### config.mk
export PLATFORM = sky130hd
export DESIGN_NAME = mem_wb_stage_flat
export DESIGN_NICKNAME = d
export VERILOG_FILES = /design/src/rtl/mem_wb_stage_if.sv /design/src/rtl/mem_wb_stage.sv /design/src/flat_wrapper.sv
export SDC_FILE = /design/constraint.sdc
export NUM_CORES = 1
export LEC_CHECK = 0
export BUFFER_PORTS_ARGS = -buffer_cell sky130_fd_sc_hd__buf_2
export CAP_MARGIN = 40
export CORE_MARGIN = 5
export CORE_UTILIZATION = 50
export DETAILED_ROUTE_END_ITERATION = 7
export GPL_TIMING_DRIVEN = 0
export PLACE_DENSITY = 0.89
export SLEW_MARGIN = 15
export SYNTH_ARGS = -nofsm -noshare
export SYNTH_HDL_FRONTEND = slang
export SYNTH_SLANG_ARGS = --single-unit
### constraint.sdc
create_clock -name clk -period 2 [get_ports clk]
set_input_delay 0.1 -clock clk [delete_from_list [all_inputs] [get_ports clk]]
set_output_delay 0.1 -clock clk [all_outputs]
set_load 0.005 [all_outputs]
### src/rtl/mem_wb_stage_if.sv
// MEM/WB stage bus: incoming MEM-stage instruction, load response, and
// writeback/forwarding/stall outputs.
interface mem_wb_stage_if #(
    parameter int N    = 5,
    parameter int XLEN = 32
);
    logic            in_valid;
    logic            in_flush;
    logic            in_reg_write;
    logic            in_is_load;
    logic [1:0]      in_wb_sel;
    logic [2:0]      in_funct3;
    logic [N-1:0]    in_rd;
    logic [XLEN-1:0] in_alu_result;
    logic [XLEN-1:0] in_pc_plus4;
    logic [XLEN-1:0] in_imm;
    logic            mem_rsp_valid;
    logic [XLEN-1:0] mem_rsp_data;
    logic            stall_req;
    logic            wb_reg_write;
    logic [N-1:0]    wb_rd;
    logic [XLEN-1:0] wb_data;
    logic            fwd_valid;
    logic            err_timeout;

    modport master (
        output in_valid, in_flush, in_reg_write, in_is_load, in_wb_sel, in_funct3,
               in_rd, in_alu_result, in_pc_plus4, in_imm, mem_rsp_valid, mem_rsp_data,
        input  stall_req, wb_reg_write, wb_rd, wb_data, fwd_valid, err_timeout
    );

    modport slave (
        input  in_valid, in_flush, in_reg_write, in_is_load, in_wb_sel, in_funct3,
               in_rd, in_alu_result, in_pc_plus4, in_imm, mem_rsp_valid, mem_rsp_data,
        output stall_req, wb_reg_write, wb_rd, wb_data, fwd_valid, err_timeout
    );
endinterface

### src/rtl/mem_wb_stage.sv
// MEM/WB pipeline register and writeback stage: waits for load responses,
// formats load data, selects the writeback source and drives the regfile port.
module mem_wb_stage #(
    parameter int N        = 5,
    parameter int XLEN     = 32,
    parameter int MAX_WAIT = 15
) (
    input  logic          clk,
    input  logic          rst,
    mem_wb_stage_if.slave bus
);
    typedef enum logic {S_IDLE, S_WAIT_RSP} state_t;

    localparam logic [7:0] LP_LAST = 8'(MAX_WAIT - 1);

    state_t          r_state, w_state_nxt;
    logic [7:0]      r_wait_cnt, w_wait_cnt_nxt;
    logic [N-1:0]    r_ld_rd, w_ld_rd_nxt;
    logic            r_ld_we, w_ld_we_nxt;
    logic [2:0]      r_ld_f3, w_ld_f3_nxt;
    logic [1:0]      r_ld_off, w_ld_off_nxt;
    logic            r_wb_we, w_wb_we_nxt;
    logic [N-1:0]    r_wb_rd, w_wb_rd_nxt;
    logic [XLEN-1:0] r_wb_data, w_wb_data_nxt;
    logic            r_err, w_err_nxt;
    logic            w_accept;

    function automatic logic [XLEN-1:0] f_format(input logic [2:0] f3,
                                                 input logic [1:0] off,
                                                 input logic [XLEN-1:0] word);
        logic [7:0]  b;
        logic [15:0] h;
        b = word[{off, 3'b000} +: 8];
        h = word[{off[1], 4'b0000} +: 16];
        case (f3)
            3'b000:  return {{(XLEN-8){b[7]}}, b};
            3'b100:  return {{(XLEN-8){1'b0}}, b};
            3'b001:  return {{(XLEN-16){h[15]}}, h};
            3'b101:  return {{(XLEN-16){1'b0}}, h};
            default: return word;
        endcase
    endfunction

    assign w_accept = bus.in_valid & ~bus.in_flush & (r_state == S_IDLE);

    // NOTE: every output of this block gets a default first so no path can infer a latch.
    always_comb begin
        w_state_nxt    = r_state;
        w_wait_cnt_nxt = r_wait_cnt;
        w_ld_rd_nxt    = r_ld_rd;
        w_ld_we_nxt    = r_ld_we;
        w_ld_f3_nxt    = r_ld_f3;
        w_ld_off_nxt   = r_ld_off;
        w_wb_we_nxt    = 1'b0;
        w_wb_rd_nxt    = r_wb_rd;
        w_wb_data_nxt  = r_wb_data;
        w_err_nxt      = 1'b0;

        case (r_state)
            S_IDLE: begin
                if (w_accept) begin
                    if (bus.in_is_load && !bus.mem_rsp_valid) begin
                        w_ld_rd_nxt    = bus.in_rd;
                        w_ld_we_nxt    = bus.in_reg_write;
                        w_ld_f3_nxt    = bus.in_funct3;
                        w_ld_off_nxt   = bus.in_alu_result[1:0];
                        w_wait_cnt_nxt = '0;
                        w_state_nxt    = S_WAIT_RSP;
                    end else begin
                        w_wb_rd_nxt = bus.in_rd;
                        w_wb_we_nxt = bus.in_reg_write & (bus.in_rd != '0);
                        if (bus.in_is_load) begin
                            w_wb_data_nxt = f_format(bus.in_funct3, bus.in_alu_result[1:0],
                                                     bus.mem_rsp_data);
                        end else begin
                            // The load code on a non-load falls back to the ALU result.
                            case (bus.in_wb_sel)
                                2'b10:   w_wb_data_nxt = bus.in_pc_plus4;
                                2'b11:   w_wb_data_nxt = bus.in_imm;
                                default: w_wb_data_nxt = bus.in_alu_result;
                            endcase
                        end
                    end
                end
            end
            S_WAIT_RSP: begin
                if (bus.mem_rsp_valid) begin
                    w_wb_rd_nxt   = r_ld_rd;
                    w_wb_we_nxt   = r_ld_we & (r_ld_rd != '0);
                    w_wb_data_nxt = f_format(r_ld_f3, r_ld_off, bus.mem_rsp_data);
                    w_state_nxt   = S_IDLE;
                end else if (r_wait_cnt == LP_LAST) begin
                    w_err_nxt      = 1'b1;
                    w_wait_cnt_nxt = '0;
                    w_state_nxt    = S_IDLE;
                end else begin
                    w_wait_cnt_nxt = r_wait_cnt + 8'd1;
                end
            end
            default: w_state_nxt = S_IDLE;
        endcase
    end

    // NOTE: sequential state uses non-blocking assignments so all registers update together.
    always_ff @(posedge clk) begin
        if (!rst) begin
            r_state    <= S_IDLE;
            r_wait_cnt <= '0;
            r_ld_rd    <= '0;
            r_ld_we    <= 1'b0;
            r_ld_f3    <= '0;
            r_ld_off   <= '0;
            r_wb_we    <= 1'b0;
            r_wb_rd    <= '0;
            r_wb_data  <= '0;
            r_err      <= 1'b0;
        end else begin
            r_state    <= w_state_nxt;
            r_wait_cnt <= w_wait_cnt_nxt;
            r_ld_rd    <= w_ld_rd_nxt;
            r_ld_we    <= w_ld_we_nxt;
            r_ld_f3    <= w_ld_f3_nxt;
            r_ld_off   <= w_ld_off_nxt;
            r_wb_we    <= w_wb_we_nxt;
            r_wb_rd    <= w_wb_rd_nxt;
            r_wb_data  <= w_wb_data_nxt;
            r_err      <= w_err_nxt;
        end
    end

    assign bus.stall_req    = (r_state == S_WAIT_RSP);
    assign bus.wb_reg_write = r_wb_we;
    assign bus.fwd_valid    = r_wb_we;
    assign bus.wb_rd        = r_wb_rd;
    assign bus.wb_data      = r_wb_data;
    assign bus.err_timeout  = r_err;
endmodule

### src/flat_wrapper.sv
// flat-port wrapper written by rule: the top's interface ports become plain ports
module mem_wb_stage_flat 
#(
    parameter int N        = 5,
    parameter int XLEN     = 32,
    parameter int MAX_WAIT = 15
)
  (clk, rst, bus_in_valid, bus_in_flush, bus_in_reg_write, bus_in_is_load, bus_in_wb_sel, bus_in_funct3, bus_in_rd, bus_in_alu_result, bus_in_pc_plus4, bus_in_imm, bus_mem_rsp_valid, bus_mem_rsp_data, bus_stall_req, bus_wb_reg_write, bus_wb_rd, bus_wb_data, bus_fwd_valid, bus_err_timeout);
  mem_wb_stage_if #(.N(N), .XLEN(XLEN)) bus_i ();
  input  logic clk;
  input  logic rst;
  input wire logic [$bits(bus_i.in_valid)-1:0] bus_in_valid;
  input wire logic [$bits(bus_i.in_flush)-1:0] bus_in_flush;
  input wire logic [$bits(bus_i.in_reg_write)-1:0] bus_in_reg_write;
  input wire logic [$bits(bus_i.in_is_load)-1:0] bus_in_is_load;
  input wire logic [$bits(bus_i.in_wb_sel)-1:0] bus_in_wb_sel;
  input wire logic [$bits(bus_i.in_funct3)-1:0] bus_in_funct3;
  input wire logic [$bits(bus_i.in_rd)-1:0] bus_in_rd;
  input wire logic [$bits(bus_i.in_alu_result)-1:0] bus_in_alu_result;
  input wire logic [$bits(bus_i.in_pc_plus4)-1:0] bus_in_pc_plus4;
  input wire logic [$bits(bus_i.in_imm)-1:0] bus_in_imm;
  input wire logic [$bits(bus_i.mem_rsp_valid)-1:0] bus_mem_rsp_valid;
  input wire logic [$bits(bus_i.mem_rsp_data)-1:0] bus_mem_rsp_data;
  output wire logic [$bits(bus_i.stall_req)-1:0] bus_stall_req;
  output wire logic [$bits(bus_i.wb_reg_write)-1:0] bus_wb_reg_write;
  output wire logic [$bits(bus_i.wb_rd)-1:0] bus_wb_rd;
  output wire logic [$bits(bus_i.wb_data)-1:0] bus_wb_data;
  output wire logic [$bits(bus_i.fwd_valid)-1:0] bus_fwd_valid;
  output wire logic [$bits(bus_i.err_timeout)-1:0] bus_err_timeout;
  assign bus_i.in_valid = bus_in_valid;
  assign bus_i.in_flush = bus_in_flush;
  assign bus_i.in_reg_write = bus_in_reg_write;
  assign bus_i.in_is_load = bus_in_is_load;
  assign bus_i.in_wb_sel = bus_in_wb_sel;
  assign bus_i.in_funct3 = bus_in_funct3;
  assign bus_i.in_rd = bus_in_rd;
  assign bus_i.in_alu_result = bus_in_alu_result;
  assign bus_i.in_pc_plus4 = bus_in_pc_plus4;
  assign bus_i.in_imm = bus_in_imm;
  assign bus_i.mem_rsp_valid = bus_mem_rsp_valid;
  assign bus_i.mem_rsp_data = bus_mem_rsp_data;
  assign bus_stall_req = bus_i.stall_req;
  assign bus_wb_reg_write = bus_i.wb_reg_write;
  assign bus_wb_rd = bus_i.wb_rd;
  assign bus_wb_data = bus_i.wb_data;
  assign bus_fwd_valid = bus_i.fwd_valid;
  assign bus_err_timeout = bus_i.err_timeout;
  mem_wb_stage #(.N(N), .XLEN(XLEN), .MAX_WAIT(MAX_WAIT)) u_core (.clk(clk), .rst(rst), .bus(bus_i));
endmodule
# --- Word-level counts from Yosys, hierarchy flattened ---
# Cells that the tools add are included.
word_totals:
  reg_bits: 59
  latchBits: 0
  ram_bits: 0
  romBits: 0
  inputBits: 145
  output_inout_bits: 41
  n_memories: 0
op_classes:
  addsub: 1
  mul: 0
  n_div: 0
  magnitude_cmp: 0
  eq_ne: 14
  n_shift: 4
  n_mux: 27
  bitwise: 7
  reduce_logical: 10
ops:
  columns: ["operator", "n"]
  rows:
  - ["32-bit case mux with 4 select lines", 2]
  - ["32-bit 2-to-1 mux", 4]
  - ["32-bit case mux with 2 select lines", 2]
  - ["32-bit by 6-bit variable part select with 16-bit output", 2]
  - ["32-bit by 6-bit variable part select with 8-bit output", 2]
  - ["8-bit 2-to-1 mux", 4]
  - ["8-bit case mux with 2 select lines", 1]
  - ["5-bit 2-to-1 mux", 3]
  - ["3-bit == test (second input constant)", 4]
  - ["5-bit case mux with 2 select lines", 1]
  - ["5-bit nonzero test", 2]
  - ["3-bit AND reduction", 3]
  - ["8-bit by 1-bit adder with 8-bit output (second input constant)", 1]
  - ["8-bit by 4-bit == test with 1-bit output (second input constant)", 1]
  - ["1-bit 2-to-1 mux", 8]
  - ["2-bit inequality test (second input constant)", 4]
  - ["3-bit by 1-bit == test with 1-bit output (second input constant)", 2]
  - ["3-bit zero test", 2]
  - ["1-bit bitwise AND", 4]
  - ["2-bit == test (second input constant)", 2]
  - ["1-bit case mux with 2 select lines", 2]
  - ["1-bit NOT", 3]
  - ["3-bit OR reduction", 1]
  - ["2-bit by 1-bit inequality test with 1-bit output (second input constant)", 1]
  - ["2 further kinds", 2]

# --- Longest topological paths before layout ---
# Gate-level depths: netlist of run 1.
depth:
  ltp_word: 6
  ltp_mapped: 8

# --- Worst setup path after synthesis of run 1 ---
# Ideal clock, no wire load.
synth_timing:
  kind: "register to register"
  start: "reg u_core.r_ld_off[1]"
  end: "reg u_core.r_wb_data[12], in the netlist u_core.bus.wb_data[12]"
  t_arrival_ns: 1.669
  required_time_ns: 1.883
  path_slack_ns: 0.214
  path_stages_with_launch: 5
  period_less_slack_ns: 1.786
  cell_sequence: "dfxtp_1 -> mux4_2 -> nor3b_1 -> o32a_1 -> a32o_1"
synth_via:
  elab_chain_cells: 4
  word_cells_on_any_way: 5
synth_lines:
  columns: ["item", "line", "text"]
  rows:
  - ["start: declaration", "mem_wb_stage.sv:21", "logic [1:0] r_ld_off, w_ld_off_nxt;"]
  - ["start signal: assignment", "mem_wb_stage.sv:123", "r_ld_off <= w_ld_off_nxt;"]
  - ["32-bit by 6-bit variable part select with 16-bit output or 32-bit by 6-bit variable part select with 8-bit output (tied branches)", "mem_wb_stage.sv:34, mem_wb_stage.sv:33", null]
  - ["32-bit case mux with 4 select lines (*)", "mem_wb_stage.sv:35", "case (f3)"]
  - ["32-bit 2-to-1 mux (*)", "mem_wb_stage.sv:87", "if (bus.mem_rsp_valid) begin"]
  - ["32-bit case mux with 2 select lines (*)", "mem_wb_stage.sv:59", "case (r_state)"]
  - ["end signal: assignment", "mem_wb_stage.sv:126", "r_wb_data <= w_wb_data_nxt;"]
  - ["end: declaration", "mem_wb_stage.sv:24", "logic [XLEN-1:0] r_wb_data, w_wb_data_nxt;"]
# Mark *: on every way between the ends. The rest lies on a longest branch, timed or not. The select of a mux whose other input is x is not followed.
# A chain may end at the register's enable or synchronous reset.

# --- Final worst setup path of run 1 ---
layout_timing:
  start: "reg u_core.r_ld_off[1]"
  end: "reg u_core.r_wb_data[30], in the netlist u_core.bus.wb_data[30]"
# Same word-level chain as after synthesis.

==> results of run 1 <==
repair_timing:
item                                    CTS  global route
pin swaps                                 0             1
setup buffers                             0             2
gates resized for setup                   8            13
endpoints found under the setup margin   39            52
power by group:
part,leakage [nW],internal [W],switching (W)
Sequential,0.482,0.00124,0.0000387
Clock,0.113,0.000768,0.000511
Combinational,2.14,0.000425,0.000546
Total,2.74,0.00243,0.00110
per-layer routing:
| metal | vias to the layer above | wire [um] | global-route usage, % |
|---|---|---|---|
| met5 | - | 0 | 0 |
| met4 | 0 | 996 | 16.1 |
| met3 | 95 | 2420 | 9.87 |
| met2 | 424 | 8880 | 54.7 |
| met1 | 2669 | 7010 | 38.1 |
| li1 | 2627 | - | - |
kinds of logic (layout without fill, tap and decap cells):
family	count (synthesis)	in the layout	synth area share, %
adders and majority gates	2	2	0.537
buffers and inverters	64	259	6.14
AOI/OAI and AO/OA	203	203	31.7
and+or+nand+nor	195	195	20.1
xor gates and xnor gates	7	7	1.31
muxes	66	66	14.8
DFF	59	59	25.3
per-stage QoR:
stage | total power, W | TNS (ns) | cells | area [um^2] | setup WS (ns)
CTS | 0.00349 | -0.00679 | 901 | 5950 | -0.00679
finish | 0.00353 | 0 | 902 | 6000 | 0.0563
detailed placement | 0.00223 | -5.62 | 885 | 5690 | -0.272
global placement | 0.00222 | -4.64 | 885 | 5690 | -0.252
floorplan | 0.00183 | 0 | 596 | 4660 | 0.214
global route | 0.00366 | -0.0147 | 902 | 6000 | -0.00585
registers in the layout, summed over array words and instances (netlist names):
| name | count |
|---|---|
| u_core.r_ld_off | 2 |
| u_core.r_wait_cnt | 8 |
| u_core.r_ld_rd | 5 |
| u_core.bus.stall_req | 1 |
| u_core.r_ld_we | 1 |
| u_core.bus.wb_rd | 5 |
| u_core.bus.fwd_valid | 1 |
| u_core.bus.err_timeout | 1 |
| u_core.bus.wb_data | 32 |
| u_core.r_ld_f3 | 3 |
final cells by class:
cell class / count / area, um^2 / share of cell area (%)
Timing Repair Buffer: 180 / 906 / 15.1
Sequential cell: 59 / 1180 / 19.7
Clock buffer: 12 / 155 / 2.59
Multi-Input combinational cell: 473 / 3250 / 54.1
Tap cell: 111 / 139 / 2.32
Inverter: 9 / 37.5 / 0.626
Buffer: 54 / 259 / 4.32
Clock inverter: 4 / 72.6 / 1.21
cells in the final DEF (no fill, tap or decap), types with 11 or more instances in the layout:
master / Yosys / final
sky130_fd_sc_hd__buf_2: 17 / 195
sky130_fd_sc_hd__nand2_1: 63 / 63
sky130_fd_sc_hd__mux2i_1: 59 / 59
sky130_fd_sc_hd__dfxtp_1: 59 / 58
sky130_fd_sc_hd__nor2_1: 48 / 47
sky130_fd_sc_hd__a21oi_1: 35 / 35
sky130_fd_sc_hd__a211oi_1: 25 / 25
sky130_fd_sc_hd__clkbuf_1: 28 / 22
sky130_fd_sc_hd__o21ai_0: 22 / 22
sky130_fd_sc_hd__o22ai_1: 21 / 21
sky130_fd_sc_hd__nand3_1: 21 / 20
sky130_fd_sc_hd__nor2b_1: 19 / 18
sky130_fd_sc_hd__o21a_1: 17 / 17
sky130_fd_sc_hd__clkbuf_8: 0 / 11
worst max-delay path: stages, from the launching register on:
cell and delay (ns):
sky130_fd_sc_hd__dfxtp_2 0.38, sky130_fd_sc_hd__mux4_2 0.58, sky130_fd_sc_hd__o221ai_4 0.26, sky130_fd_sc_hd__nand4_4 0.19, sky130_fd_sc_hd__buf_4 0.25, sky130_fd_sc_hd__nand2_1 0.08
sky130_fd_sc_hd__a211oi_1 0.07
worst paths after layout:
path / start / end / slack [ns] / depth (start not counted)
max: u_core.r_ld_off[1]$_SDFFE_PN0P_ / u_core.bus.wb_data[30]$_SDFFE_PN0P_ / 0.06 / 6
min: bus_in_reg_write / u_core.r_ld_we$_SDFFE_PN0P_ / 0.03 / 3
max reg2reg: u_core.r_ld_off[1]$_SDFFE_PN0P_ / u_core.bus.wb_data[30]$_SDFFE_PN0P_ / 0.06 / 6
min reg2reg: u_core.bus.wb_data[3]$_SDFFE_PN0P_ / u_core.bus.wb_data[3]$_SDFFE_PN0P_ / 0.45 / 2
==> results.py, run 1 <==
metrics = {
    "clocking": {
        "clock_transition_at_the_register_clock_pins_on_the_worst_setup_and_hold_paths_after_cts_ns": 0.07,
        "clock-sinks": 59,
        "clock_path_buffers": 2,
        "clk_root_buffer_cell": "sky130_fd_sc_hd__clkbuf_8",
        "num_cts_buffers": 9,
        "cts_tree": "yes",
        "clkLatencyLatePin_ns": 0.36,
        "cts-htree-levels": 3,
        "hold_buffers": 0,
    },
    "run_status": {
        "outcome": "completed",
    },
    "logic_synthesis": {
        "synth.cell_area_um2": 4660,
        "sequential_area_share_after_synthesis_pct": 25.3,
        "synth_warn": 0,
        "synthTopCellsByCount": "sky130_fd_sc_hd__nand2_1, sky130_fd_sc_hd__dfxtp_1, sky130_fd_sc_hd__mux2i_1",
        "synth.avg_cell_area_um2": 7.82,
        "postSynthCellCount": 596,
        "synth_top_area_share_pct": 25.3,
        "number_of_flops_mapped_to_enable_cells_by_yosys": 0,
        "synth_most_common_cell": "sky130_fd_sc_hd__nand2_1",
        "unique_masters_post_synth": 64,
        "synthesis.nets": 743,
        "synth_ff_type": "sky130_fd_sc_hd__dfxtp_1",
        "synth.area.top_cells": "sky130_fd_sc_hd__dfxtp_1, sky130_fd_sc_hd__mux2i_1, sky130_fd_sc_hd__nand2_1",
        "synth_area_leader_cell": "sky130_fd_sc_hd__dfxtp_1",
        "synth_async_sr_flop_share_pct": 0,
        "number_of_flip_flops_and_latches_in_the_synthesized_netlist": 59,
    },
    "setup_path": {
        "worstSetupPathType": "reg2reg",
        "crit_fanout": 10,
        "crit_required_ns": 2.22,
        "crit_path_start_kind": "flip-flop",
        "timing.critical_path.arrival_ns": 2.17,
        "worstSetupEndpointType": "flip-flop",
    },
    "floorplanning": {
        "die_height_um": 107,
        "rows": 35,
        "die-area_um2": 11400,
        "design.portCount": 186,
        "initial_utilization_pct": 51.0,
        "core-area_um2": 9150,
        "chip_width_um": 107,
    },
    "global_route": {
        "first_pass_grt_wire_length_mm": 29.3,
        "grt_antenna_before_repair": 0,
        "largest_net_degree_at_the_start_of_global_routing": 11,
        "grt.overflow.total": 0,
        "grt_pass1_vias": 5612,
        "global_route.usage.total_pct": 32.8,
    },
    "power_and_ir_drop": {
        "powerDensity_nw_per_um2": 588,
        "p_leak_nw": 2.74,
        "ir_drop_v": 0.000460,
    },
    "sta": {
        "final.period_utilization_pct": 97.2,
        "timing.final.max_slew_violations": 0,
        "timing.slew.headroom_pct": 50.3,
        "skew_ns": 0.00955,
        "max_freq_mhz": 514,
        "hold_viol_final": 0,
        "final.hold.worst_slack_ns": 0.0343,
        "actual_transition_at_the_worst_max_transition_pin_ns": 0.743,
        "post-route-min-period_ns": 1.94,
        "setup_viol": 0,
    },
    "final_layout": {
        "syn_to_final_growth_pct": 28.6,
        "post_route_cells_drive_above_1_share_pct": 31.4,
        "final_core_utilization_pct": 65.5,
        "antenna-diode-count": 0,
        "n_fill_cell": 824,
        "finalNetCount": 933,
    },
    "min_path": {
        "holdCritPathClass": "in2reg",
    },
    "placement": {
        "globalplace.congestion": 1.02,
        "place.port_buffers": 178,
        "post-dp-hpwl_mm": 14.6,
    },
    "route": {
        "dr.pass1.iters": 5,
        "detail_route.wirelength_mm": 19.3,
        "detailroute.via_count": 5815,
        "detail_route.vias_per_cell": 6.45,
        "wl_per_cell_um": 21.4,
        "detailedRoute.firstIterationViolations": 630,
        "drc": 0,
        "drt.antenna.violating_nets": 0,
    },
    "job": {
        "maxCapViolations": 0,
    },
}
Note: power is estimated with default switching activity, not from simulation.
==> run 2, diff against run 1 <==
==> constraint.sdc (replaced) <==
create_clock -name clk -period 2 [get_ports clk]
set_input_delay 0.4 -clock clk [delete_from_list [all_inputs] [get_ports clk]]
set_output_delay 0.4 -clock clk [all_outputs]
set_load 0.005 [all_outputs]
==> run 2 against run 1 <==
  * Critical path depth unchanged
  * Largest cell class unchanged
  * Worst hold slack improved by 0.30 ns
  * Critical path type unchanged
  * Die area unchanged
  * Total power about the same
==> results.py, run 2 (synthesis results as in run 1) <==
metrics = {
    "run_status": {
        "outcome": "completed",
    },
    "global_route": {
        "grt_pass1_vias": 5612,
        "grt_antenna_before_repair": 0,
        "largest_net_degree_at_the_start_of_global_routing": 11,
        "grt.overflow.total": 0,
        "first_pass_grt_wire_length_mm": 29.3,
        "global_route.usage.total_pct": 32.8,
    },
    "final_layout": {
        "finalNonFillerCells": 901,
        "ff_latch_area_um2": 1180,
        "finalNetCount": 932,
        "commonest_non_fill_non_tap_cell_in_the_layout": "sky130_fd_sc_hd__buf_2",
        "post_route_cells_drive_above_1_share_pct": 31.5,
        "largest_register_ff_count": 32,
        "antenna-diode-count": 0,
        "syn_to_final_growth_pct": 28.6,
        "multi_input_area_um2": 3250,
        "final_cell_mix": "sky130_fd_sc_hd__buf_2, sky130_fd_sc_hd__nand2_1, sky130_fd_sc_hd__mux2i_1, sky130_fd_sc_hd__dfxtp_1, sky130_fd_sc_hd__nor2_1",
        "n_fill_cell": 824,
    },
    "setup_path": {
        "crit_path_start_kind": "flip-flop",
        "crit_fanout": 10,
        "crit_required_ns": 2.22,
        "timing.critical_path.arrival_ns": 2.17,
        "worstSetupPathType": "reg2reg",
        "worstSetupEndpointType": "flip-flop",
    },
    "clocking": {
        "clkLatencyLatePin_ns": 0.35,
        "clock-sinks": 59,
        "clock_path_buffers": 2,
        "clock_transition_at_the_register_clock_pins_on_the_worst_setup_and_hold_paths_after_cts_ns": 0.07,
        "clk_root_buffer_cell": "sky130_fd_sc_hd__clkbuf_8",
        "cts_tree": "yes",
        "cts-htree-levels": 3,
        "num_cts_buffers": 9,
        "hold_buffers": 0,
    },
    "placement": {
        "dp_cells": 885,
        "globalplace.congestion": 1.02,
        "place.port_buffers": 178,
        "post-dp-hpwl_mm": 14.6,
        "dp_slack_ns": -0.296,
    },
    "sta": {
        "skew_ns": 0.0106,
        "setup_viol": 0,
        "actual_transition_at_the_worst_max_transition_pin_ns": 0.777,
        "timing.final.max_slew_violations": 0,
        "hold_viol_final": 0,
        "timing.slew.headroom_pct": 47.9,
        "max_freq_mhz": 515,
        "final.period_utilization_pct": 97.2,
        "setup_ws_ns": 0.0565,
        "post-route-min-period_ns": 1.94,
        "final.hold.worst_slack_ns": 0.333,
        "fin_tns_setup_ns": 0,
    },
    "route": {
        "drc": 0,
        "dr.pass1.iters": 8,
        "wl_per_cell_um": 21.4,
        "detailedRoute.firstIterationViolations": 659,
        "detailroute.via_count": 5762,
        "drt.antenna.violating_nets": 0,
        "detail_route.wirelength_mm": 19.3,
        "detail_route.vias_per_cell": 6.40,
    },
    "floorplanning": {
        "rows": 35,
        "initial_utilization_pct": 51.0,
        "core-area_um2": 9150,
        "die-area_um2": 11400,
        "design.portCount": 186,
        "die_height_um": 107,
        "chip_width_um": 107,
    },
    "power_and_ir_drop": {
        "ir_drop_v": 0.000459,
        "powerDensity_nw_per_um2": 588,
        "p_leak_nw": 2.74,
    },
    "job": {
        "maxCapViolations": 0,
    },
    "min_path": {
        "holdCritPathClass": "in2reg",
    },
}
## run 2: changes by cell type in the layout (fill, tap and decap cells not counted)
| cell | delta |
|---|---|
| sky130_fd_sc_hd__buf_1 | -1 |
| sky130_fd_sc_hd__clkbuf_1 | -1 |
| sky130_fd_sc_hd__clkbuf_2 | +1 |
## run 2: through the flow
| stage | total power, W | util, % | area (um^2) |
|---|---|---|---|
| CTS | 0.00349 | 65.0 | 5950 |
| global route | 0.00366 | 65.5 | 6000 |
| floorplan | 0.00183 | - | 4660 |
| detailed placement | 0.00223 | 62.2 | 5690 |
| finish | 0.00353 | 65.5 | 6000 |
| global placement | 0.00222 | 62.2 | 5690 |
## run 2: cell type report
type                    count  share of cell area, %
multi-input cells         473                   54.2
flip-flops and latches     59                   19.7
repair buffers            180                   15.1
plain buffers              53                   4.28
clock buffers              12                   2.59
well taps                 111                   2.32
clock inverters             4                   1.21
inverters                   9                  0.626
## run 2: metal layers
metal	routed length [um]	global-route usage, %	share of wire (%)	up-vias
li1	-	-	-	2623
met1	7070	38.1	37	2614
met2	8780	54.7	46	427
met3	2360	9.87	12	98
met4	1050	16.1	5.5	0
met5	0	0	0	-
## run 2: final timing paths
kind                                      startpoint                                   to  slack, ns  cells past startpoint
setup / recovery     u_core.r_ld_off[1]$_SDFFE_PN0P_  u_core.bus.wb_data[30]$_SDFFE_PN0P_       0.06                      6
hold / removal                      bus_in_reg_write          u_core.r_ld_we$_SDFFE_PN0P_       0.33                      3
setup reg to reg     u_core.r_ld_off[1]$_SDFFE_PN0P_  u_core.bus.wb_data[30]$_SDFFE_PN0P_       0.06                      6
hold reg to reg   u_core.bus.wb_data[3]$_SDFFE_PN0P_   u_core.bus.wb_data[3]$_SDFFE_PN0P_       0.46                      2
## run 2: repair_timing
action                                  in CTS  in global routing
gates cloned                                 0                  0
pin swaps                                    0                  1
endpoints found under the setup margin      39                 52
setup buffers                                0                  2
endpoints found under the hold margin        0                  0
gates resized for setup                      8                 14
## run 2: worst max-delay path, cell delays in order (launching register included)
cell and delay (ns):
sky130_fd_sc_hd__dfxtp_2 0.38, sky130_fd_sc_hd__mux4_2 0.58, sky130_fd_sc_hd__o221ai_4 0.26, sky130_fd_sc_hd__nand4_4 0.19, sky130_fd_sc_hd__buf_4 0.25, sky130_fd_sc_hd__nand2_1 0.09, sky130_fd_sc_hd__a211oi_1 0.07
## run 2: power by group
| group | internal [W] | switching (W) |
|---|---|---|
| registers | 0.00124 | 0.0000387 |
| logic | 0.000425 | 0.000546 |
| clock network | 0.000768 | 0.000508 |
| total | 0.00243 | 0.00109 |
==> run 3, diff against run 2 <==
Settings changed: CORE_ASPECT_RATIO set to 1.5.
==> run 3 against run 2 <==
  * Critical path depth is the same
  * Global-route usage shrank 2.4 points
  * First-iteration DRC count shrank 2.9%
  * Cell area grew 2.1%
  * Non-clock buffer count grew 7
  * Flip-flop and latch count is the same
  * Utilization grew 1.0 points
  * Die area grew 0.34%
  * Count of clock-buffer cells in the layout is the same
==> results.py, run 3 (synthesis results as in run 1) <==
metrics = {
    "power_and_ir_drop": {
        "share_clk_of_total_power_pct": 41.0,
        "power.share.switching_pct": 29.6,
        "report.power.total_w": 0.00379,
        "ir_drop_v": 0.000509,
        "seq_power_share_pct": 33.9,
        "cell_internal_pwr_w": 0.00267,
        "p_leak_nw": 2.79,
        "combinationalPowerShare_pct": 25.1,
        "powerDensity_nw_per_um2": 619,
        "switching_power_w": 0.00112,
    },
    "setup_path": {
        "crit_path_start_kind": "flip-flop",
        "crit_required_ns": 2.28,
        "worst_r2r_path_depth": 6,
        "reg2reg_from": "u_core.bus.stall_req$_SDFF_PN0_",
        "crit_fanout": 8,
        "timing.critical_path.arrival_ns": 2.26,
        "crit_start": "u_core.bus.stall_req$_SDFF_PN0_",
        "worstSetupPathType": "reg2reg",
        "worstSetupEndpointType": "flip-flop",
    },
    "placement": {
        "place.port_buffers": 178,
        "post-dp-hpwl_mm": 13.9,
        "globalplace.congestion": 1.04,
        "dp_slack_ns": -0.244,
    },
    "final_layout": {
        "post_route_cells_drive_above_1_share_pct": 31.7,
        "syn_to_final_growth_pct": 31.3,
        "finalNetCount": 939,
        "largest_register_ff_count": 32,
        "commonest_non_fill_non_tap_cell_in_the_layout": "sky130_fd_sc_hd__buf_2",
        "n_fill_cell": 805,
        "final_core_utilization_pct": 66.5,
        "ff_latch_area_um2": 1180,
        "multi_input_area_um2": 3250,
        "final_cell_mix": "sky130_fd_sc_hd__buf_2, sky130_fd_sc_hd__nand2_1, sky130_fd_sc_hd__mux2i_1, sky130_fd_sc_hd__dfxtp_1, sky130_fd_sc_hd__nor2_1",
    },
    "sta": {
        "actual_transition_at_the_worst_max_transition_pin_ns": 0.804,
        "fin_tns_setup_ns": 0,
        "timing.final.max_slew_violations": 0,
        "timing.slew.headroom_pct": 46.3,
        "max_freq_mhz": 507,
        "setup_ws_ns": 0.0260,
        "hold_viol_final": 0,
        "final.period_utilization_pct": 98.7,
        "post-route-min-period_ns": 1.97,
        "skew_ns": 0.00408,
        "setup_viol": 0,
    },
    "run_status": {
        "outcome": "completed",
    },
    "route": {
        "detail_route.wirelength_mm": 17.9,
        "detailroute.via_count": 5698,
        "wl_met3_mm": 1.86,
        "route.layer.met1.wl_mm": 6.27,
        "wl_per_cell_um": 19.7,
        "drc": 0,
        "detailedRoute.firstIterationViolations": 640,
        "drt.antenna.violating_nets": 0,
        "detail_route.vias_per_cell": 6.26,
        "dr.max_layer_used": "met4",
        "met2_wirelength_mm": 8.87,
        "dr.pass1.iters": 6,
    },
    "clocking": {
        "cts-htree-levels": 3,
        "clkLatencyLatePin_ns": 0.34,
        "cts_tree": "yes",
        "clock_path_buffers": 2,
        "num_cts_buffers": 9,
        "clock_transition_at_the_register_clock_pins_on_the_worst_setup_and_hold_paths_after_cts_ns": 0.05,
        "clock-sinks": 59,
        "clk_root_buffer_cell": "sky130_fd_sc_hd__clkbuf_16",
    },
    "global_route": {
        "global_route.usage.total_pct": 30.4,
        "grt.overflow.total": 0,
        "first_pass_grt_wire_length_mm": 26.8,
        "largest_net_degree_at_the_start_of_global_routing": 11,
        "grt_pass1_vias": 5348,
        "grt_antenna_before_repair": 0,
    },
    "floorplanning": {
        "chip_width_um": 88.9,
        "die-area_um2": 11400,
        "design.portCount": 186,
        "rows": 43,
        "initial_utilization_pct": 50.7,
        "die_height_um": 128,
        "core-area_um2": 9200,
    },
    "min_path": {
        "beginning_of_the_worst_hold_path": "bus_mem_rsp_data[31]",
        "holdCritPathClass": "in2reg",
        "worstHoldPathCells": 3,
    },
    "job": {
        "maxCapViolations": 0,
    },
}
## run 3: cell types whose count changed in the layout (fill, tap and decap cells not counted), sizes merged
| cell | before | now |
|---|---|---|
| diode | 0 | 1 |
| clkbuf | 40 | 44 |
| bufinv | 2 | 1 |
| clkinvlp | 2 | 3 |
| buf | 205 | 208 |
## run 3: worst max-delay path, cell delays in order (launching register included)
cell,delay (ns)
sky130_fd_sc_hd__dfxtp_1,0.31
sky130_fd_sc_hd__clkbuf_4,0.20
sky130_fd_sc_hd__nor2_2,0.31
sky130_fd_sc_hd__o22a_2,0.29
sky130_fd_sc_hd__nand2_1,0.22
sky130_fd_sc_hd__nor4_1,0.42
sky130_fd_sc_hd__a211o_1,0.16
## run 3: per-stage QoR
step | cells | area, um^2 | hold slack, ns
floorplan | 596 | 4660 | 0.449
global placement | 886 | 5690 | 0.449
detailed placement | 886 | 5690 | 0.449
CTS | 902 | 6020 | 0.341
global route | 909 | 6120 | 0.361
finish | 910 | 6120 | 0.340
## run 3: what timing repair did
item | CTS | global route
pin swaps | 0 | 1
setup buffers | 0 | 7
setup endpoints to repair | 28 | 41
gates resized for setup | 8 | 14
hold buffers | 0 | 0
## run 3: worst paths after layout
check | to | slack (ns)
hold / removal | u_core.bus.wb_data[31]$_SDFFE_PN0P_ | 0.34
setup / recovery | u_core.bus.wb_data[15]$_SDFFE_PN0P_ | 0.03
setup reg to reg | u_core.bus.wb_data[15]$_SDFFE_PN0P_ | 0.03
hold reg to reg | u_core.bus.wb_data[5]$_SDFFE_PN0P_ | 0.46
## run 3: power groups by stage
| stage | combinational (W) | sequential (W) | clock (W) |
|---|---|---|---|
| final | 0.000952 | 0.00128 | 0.00155 |
| after global routing | 0.00103 | 0.00129 | 0.00160 |
| after CTS | 0.000916 | 0.00128 | 0.00155 |
| after detailed placement | 0.000904 | 0.00131 | 0 |
| after global placement | 0.000893 | 0.00130 | 0 |
| after floorplan | 0.000522 | 0.00131 | 0 |
## run 3: layout make-up
| class | count | area share, % |
|---|---|---|
| sequential | 59 | 19.3 |
| tap | 112 | 2.29 |
| antenna | 1 | 0.0409 |
| clock buffer | 12 | 4.03 |
| multi-input combinational | 473 | 53.2 |
| clock inverter | 4 | 0.818 |
| buffer | 55 | 4.31 |
| inverter | 9 | 0.613 |
| timing repair buffer | 185 | 15.4 |
## run 3: layer usage
| layer | GRT usage (%) | up-vias |
|---|---|---|
| li1 | - | 2651 |
| met5 | 0 | - |
| met3 | 7.46 | 82 |
| met1 | 32.9 | 2582 |
| met2 | 52.4 | 383 |
| met4 | 17.4 | 0 |
